==> config.mk <==
export PLATFORM = sky130hd
export DESIGN_NAME = seq_multiplier_flat
export DESIGN_NICKNAME = d
export VERILOG_FILES = /design/src/rtl/seq_multiplier_if.sv /design/src/rtl/seq_multiplier.sv /design/src/flat_wrapper.sv
export SDC_FILE = /design/constraint.sdc
export NUM_CORES = 1
export LEC_CHECK = 0
export CAP_MARGIN = 15
export CORE_MARGIN = 2
export CORE_UTILIZATION = 40
export CTS_CLUSTER_DIAMETER = 80
export DETAILED_ROUTE_END_ITERATION = 6
export HOLD_SLACK_MARGIN = 0.1
export PLACE_DENSITY = 0.66
export SLEW_MARGIN = 20
export SYNTH_ARGS = -nofsm -noshare
export SYNTH_HDL_FRONTEND = slang
export SYNTH_SLANG_ARGS = --single-unit
export TNS_END_PERCENT = 10
==> constraint.sdc <==
create_clock -name clk -period 2.1 [get_ports clk]
set_clock_uncertainty 0.1 [all_clocks]
set_input_delay 0.42 -clock clk [delete_from_list [all_inputs] [get_ports clk]]
set_output_delay 0.42 -clock clk [all_outputs]
set_load 0.05 [all_outputs]
==> src/rtl/seq_multiplier_if.sv <==
// Operand/result bundle for the sequential shift-add multiplier.
// The master drives the operands and start; the slave returns the product and status.
interface seq_multiplier_if #(
  parameter int N = 4
);
  logic [N-1:0]   a;
  logic [N-1:0]   b;
  logic           start;
  logic [2*N-1:0] p;
  logic           busy;
  logic           valid;

  modport master (output a, output b, output start, input p, input busy, input valid);
  modport slave  (input a, input b, input start, output p, output busy, output valid);
endinterface

==> src/rtl/seq_multiplier.sv <==
// Unsigned N x N sequential multiplier: one shift-add step per cycle, fixed N-cycle
// latency, with the product held until the next operation completes.
module seq_multiplier #(
  parameter int N = 4
) (
  input logic            clk,
  input logic            rst_n,
  seq_multiplier_if.slave bus
);
  localparam int CNT_W = $clog2(N + 1);

  typedef enum logic [1:0] {IDLE, CALC, DONE} state_t;

  state_t           r_state;
  state_t           w_next;
  logic [2*N-1:0]   r_mcand;
  logic [N-1:0]     r_mplier;
  logic [2*N-1:0]   r_acc;
  logic [CNT_W-1:0] r_cnt;
  logic [2*N-1:0]   r_p;
  logic             r_busy;
  logic             r_valid;

  logic             w_accept;
  logic             w_last;
  logic [2*N-1:0]   w_sum;

  assign w_accept = bus.start && ((r_state == IDLE) || (r_state == DONE));
  assign w_last   = (r_state == CALC) && (r_cnt == CNT_W'(N - 1));
  // Accumulator after the current step; on the last step this is the product.
  assign w_sum    = r_acc + (r_mplier[0] ? r_mcand : '0);

  always_ff @(posedge clk) begin
    if (!rst_n) r_state <= IDLE;
    else        r_state <= w_next;
  end

  always_comb begin
    w_next = r_state;
    case (r_state)
      IDLE:    if (bus.start) w_next = CALC;
      CALC:    if (w_last)    w_next = DONE;
      DONE:    w_next = bus.start ? CALC : IDLE;
      default: w_next = IDLE;
    endcase
  end

  always_ff @(posedge clk) begin
    if (!rst_n) begin
      r_mcand  <= '0;
      r_mplier <= '0;
      r_acc    <= '0;
      r_cnt    <= '0;
      r_p      <= '0;
      r_busy   <= 1'b0;
      r_valid  <= 1'b0;
    end else begin
      r_valid <= 1'b0;
      if (w_accept) begin
        r_mcand  <= {{N{1'b0}}, bus.a};
        r_mplier <= bus.b;
        r_acc    <= '0;
        r_cnt    <= '0;
        r_busy   <= 1'b1;
      end else if (r_state == CALC) begin
        r_acc    <= w_sum;
        r_mcand  <= r_mcand << 1;
        r_mplier <= r_mplier >> 1;
        r_cnt    <= r_cnt + CNT_W'(1);
        if (w_last) begin
          r_p     <= w_sum;
          r_valid <= 1'b1;
          r_busy  <= 1'b0;
        end
      end
    end
  end

  assign bus.p     = r_p;
  assign bus.busy  = r_busy;
  assign bus.valid = r_valid;
endmodule

==> src/flat_wrapper.sv <==
// flat-port wrapper written by rule: the top's interface ports become plain ports
module seq_multiplier_flat 
#(
  parameter int N = 4
)
  (clk, rst_n, bus_a, bus_b, bus_start, bus_p, bus_busy, bus_valid);
  seq_multiplier_if #(.N(N)) bus_i ();
  input logic clk;
  input logic rst_n;
  input wire logic [$bits(bus_i.a)-1:0] bus_a;
  input wire logic [$bits(bus_i.b)-1:0] bus_b;
  input wire logic [$bits(bus_i.start)-1:0] bus_start;
  output wire logic [$bits(bus_i.p)-1:0] bus_p;
  output wire logic [$bits(bus_i.busy)-1:0] bus_busy;
  output wire logic [$bits(bus_i.valid)-1:0] bus_valid;
  assign bus_i.a = bus_a;
  assign bus_i.b = bus_b;
  assign bus_i.start = bus_start;
  assign bus_p = bus_i.p;
  assign bus_busy = bus_i.busy;
  assign bus_valid = bus_i.valid;
  seq_multiplier #(.N(N)) u_core (.clk(clk), .rst_n(rst_n), .bus(bus_i));
endmodule
==> metrics.md, run 1 <==
| Metric | Value |
|---|---|
| Met1 wire length | roughly 1500 um |
| HP Start | u_core.bus.p[1] |
| Number of global-route vias before repair | about 1300 |
| Maximum VDD drop | 0.000392 V |
| Post-synthesis adder-cell area fraction | 8.31% |
| Uppermost layer routed | met4 |
| Htree depth | 2 |
| Required time worst endpoint | approximately 2.2 ns |
| NetSw | 317 uW |
| Post-synth ARST share | 0% |
| Sequential cell area | 702 um2 |
| I/O Buffers | 20 |
| Root Buffer | clkbuf_8 |
| Final setup viols | 0 |
| Worst Tran Pin Value | 0.512 ns |
| Slowest Stage Delay on Critical Path | ~0.38 ns |
| Flop pwr share | 51.2% |
| Cell depth of the worst setup path | 8 |
| GRT Residual Overflow | 0 |
| Critical path, cell by cell | and2_4 > ha_4 > fa_2 > a211oi_2 > o21bai_1 > a21oi_2 > xor2_1 > o31ai_1 |
| Initial DRC count | 66 |
| Inserted Clock Buffers | 5 |
| Synth Instances | 187 |
| Clk Latency, worst-skew pair | 0.28 ns |
| Number of synthesized register bits | 35 |
| Die area | around 0.0045 mm2 |
| Int Pwr | 1040 uW |
| Simple-gate share of the synthesized area | between 20% and 30% |
| TritonRoute pass-1 iters | 5 |
| Critical Setup Path Class | reg2reg |
| Worst R2R Path Depth | 8 |
| CP startpoint kind | flop |
| Post-layout min period | 2.08 ns |
| WL final | 3580 um |
| Final worst path period share | 99.3% |
| Final Net Count | 236 |
| RePlAce Congestion | 0.859 |
| Post CTS Setup Buffer Count | 0 |
| Worst min path class | reg2reg |
| Clock Sinks | 35 |
| Mux contribution to synthesized area | less than 1% |
| Synthesis warning total | 0 |
| Slowest CP cell | fa_2 |
| Routed vias | 1388 |
| Netlist Area Pre-Place | 0.00160 mm2 |
| ANT cells | 0 |
| Synth Area in Compound Gates | 20.2% |
| Met2 routed WL | 1850 um |
| Syn nets | 208 |
| P_leak | 0.000742 uW |
| Area growth from synthesis to layout | 27.9% |
| GR Util All Layers | around 18% |
| Switching Fraction | between 20% and 30% |
| Worst reg2reg path endpoint | u_core.bus.p[6] |
| Routed WL per cell | 13.5 um |
| Buf/Inv on CP | 0 |
| RSZ-0062 raised after global routing | true |
| Layout cell share with drive strength beyond 1 | 14.4% |
| CP endpoint kind | flop |
| Worst slew margin | 65.8% |
| Top delay family on crit path | compound AO/OA/AOI/OAI gates |
| Final HPWL DP | 2640 um |
| Setup TNS | 0 ns |
| Power, Total | 1360 uW |
| Core ar. | 0.00374 mm2 |
| Antenna Nets Post-Route | 0 |
| Xor-xnor portion of the synthesized cell area | 3.84% |
| Multi-input gate area | about 900 um2 |
| # DRC | 0 |
| Clock share of power | 38.5% |
| Avg Cell Area, Syn | ~8.5 um2 |
| Crit path launch | u_core.r_mplier[0] |
| R2r setup slk | 0.02 ns |
| Initial antenna violation count | 0 |
| Hold_ws | 0.353 ns |
| Fin. max-slew vios | 0 |
| PD cells | 667 mW/mm2 |
| Fmax | approximately 480 MHz |
| Chip width | 67.2 um |
| Std-Cell Rows | 22 |
| Library cells used by synthesis | 33 |
| Worst-path clk slew | ~0.070 ns |
| EDFF count, synth | 0 |
| Ys flop type | dfxtp_1 |
| Post-synthesis sequential area ratio | 43.9% |
| R2R Path Start | u_core.r_mplier[0] |
| TritonCTS clock tree | built |
| Max FO, Critical Path | 5 |
| I/O pins | 21 |
| Largest net degree at the start of global routing | 19 |
| Final hold violation count | 0 |
| Number of fillers in the final layout | 365 |
| First-pass GRT wire length | ~5800 um |
| Vias per cell | approximately 5.3 |
| Max_cap viols | 0 |
| CTS max path bufs | 2 |
| CTS Hold Bufs | 0 |
| Comb pwr share | roughly a tenth |
| CP endpoint | u_core.bus.p[6] |
| Status | complete, no violations |
| Starting density of the core | 42.6% |
| Worst Path Arrival | 2.15 ns |
| Metal3 WL | roughly 180 um |
| Combinational family with the most area after synthesis | simple AND/OR/NAND/NOR gates |
| Die Y-Extent | 67.2 um |
==> tightest hold or removal path, delay by kind of cell (launching register included) <==
| family | cells | cell delay (ns) |
|---|---|---|
| AND/OR/NAND/NOR | 1 | 0.05 |
| AO/OA/AOI/OAI | 1 | 0.05 |
| flip-flops | 1 | 0.31 |
==> final cells by class <==
type                    instances  area share (%)
multi-input cells             141            44.1
flip-flops and latches         35            34.4
repair buffers                 29            13.1
clock buffers                   8            4.90
well taps                      48            2.94
inverters                       3           0.551
==> worst min-delay path by stage <==
stage / slack (ns) / to / cells after the start
final: 0.35 / u_core.bus.p[1] / 2
after global routing: 0.39 / u_core.bus.p[0] / 2
after CTS: 0.36 / u_core.bus.p[1] / 2
after detailed placement: 0.35 / u_core.bus.p[1] / 2
after global placement: 0.35 / u_core.r_mplier[1] / 2
after floorplan: 0.34 / u_core.r_mplier[1] / 2
==> repair_timing <==
item                                    CTS  global route
pin swaps                                 2             6
cloned                                    0             0
gates resized for setup                   2             9
endpoints found under the setup margin    2             6
==> cells in the mapped netlist (all sizes together), types with 2 or more instances <==
cell type / instances / area [um2]
a22oi: 8 / 60.1
nand3: 5 / 25.0
ha: 9 / 113
nand2b: 2 / 12.5
inv: 3 / 11.3
o21ai: 2 / 10.0
nand2: 37 / 139
a21oi: 27 / 135
dfxtp: 35 / 701
a21o: 2 / 17.5
buf: 4 / 18.8
nor2: 15 / 56.3
a211oi: 5 / 42.5
o31ai: 2 / 28.8
and2: 9 / 58.8
xnor2: 6 / 52.6
nor2b: 2 / 12.5
clkbuf: 4 / 15.0
==> per-stage QoR <==
step                cells  setup WS [ns]  instance area (um2)  util, %
global placement      256         0.0181                 1890     50.5
detailed placement    256        -0.0735                 1890     50.5
floorplan             187         0.0639                 1600        -
CTS                   264         0.0166                 2000     53.4
global route          264         -0.112                 2040     54.5
finish                264         0.0150                 2040     54.5
==> state kept, by name (all words and copies together), names as in the netlist <==
signal	flops
u_core.bus.p	8
u_core.r_acc	8
u_core.r_mcand	8
u_core.r_mplier	4
u_core.r_cnt	3
u_core.r_state	2
u_core.bus.busy	1
u_core.bus.valid	1
==> logic make-up after synthesis <==
logic type      Yosys count
buf+inv                  11
compound gates           50
flops                    35
mux                       1
fa+ha+maj                10
simple gates             73
xor+xnor                  7
==> layout by cell type, fill, tap and decap left out <==
| cell type | Yosys | final |
|---|---|---|
| o22ai_1 | 1 | 1 |
| clkbuf_8 | 0 | 7 |
| or3_1 | 1 | 1 |
| nand4_1 | 1 | 1 |
| nand3_1 | 5 | 5 |
| nand3b_1 | 1 | 1 |
| a21o_2 | 2 | 2 |
| o21a_1 | 1 | 1 |
| o31ai_1 | 1 | 1 |
| ha_1 | 9 | 7 |
| inv_2 | 1 | 1 |
| o31ai_4 | 1 | 1 |
| xnor2_1 | 6 | 5 |
| o21ai_0 | 2 | 2 |
| a22oi_1 | 8 | 8 |
| xnor2_2 | 0 | 1 |
| fa_2 | 0 | 1 |
| nand2b_1 | 2 | 2 |
| o211ai_1 | 1 | 1 |
| o21bai_1 | 1 | 1 |
| a211oi_2 | 1 | 2 |
| xor2_1 | 1 | 1 |
| a21oi_2 | 0 | 2 |
| dfxtp_2 | 0 | 1 |
| mux2i_1 | 1 | 1 |
| nor2b_1 | 2 | 2 |
| nand2_1 | 37 | 37 |
| clkbuf_1 | 4 | 1 |
| inv_1 | 2 | 2 |
| dfxtp_1 | 35 | 34 |
| a211oi_1 | 4 | 3 |
| clkdlybuf4s50_1 | 0 | 20 |
| nor2_1 | 15 | 15 |
| buf_4 | 0 | 9 |
| a21oi_1 | 27 | 25 |
| and2_4 | 1 | 2 |
| and2_1 | 8 | 7 |
| ha_4 | 0 | 2 |
==> per-layer routing <==
metal	global-route usage [%]	vias up
met5	0	-
met4	6.63	0
met3	5.50	2
met2	30.1	36
met1	20.8	654
li1	-	696
==> power groups by stage <==
stage | Sequential [uW] | Combinational [uW] | Clock (uW)
floorplan | 714 | 75.9 | 0
global placement | 709 | 133 | 0
detailed placement | 711 | 136 | 0
CTS | 696 | 137 | 540
global route | 698 | 154 | 576
finish | 697 | 139 | 525
No activity file was read; power rests on OpenSTA's default activity.
==> run 2, diff against run 1 <==
--- a/config.mk
+++ b/config.mk
@@ -12,7 +12,6 @@
 export DETAILED_ROUTE_END_ITERATION = 6
 export HOLD_SLACK_MARGIN = 0.1
 export PLACE_DENSITY = 0.66
-export SLEW_MARGIN = 20
 export SYNTH_ARGS = -nofsm -noshare
 export SYNTH_HDL_FRONTEND = slang
 export SYNTH_SLANG_ARGS = --single-unit
==> results of run 2 <==
Final layout, timing and power as in run 1 (identical DEF).
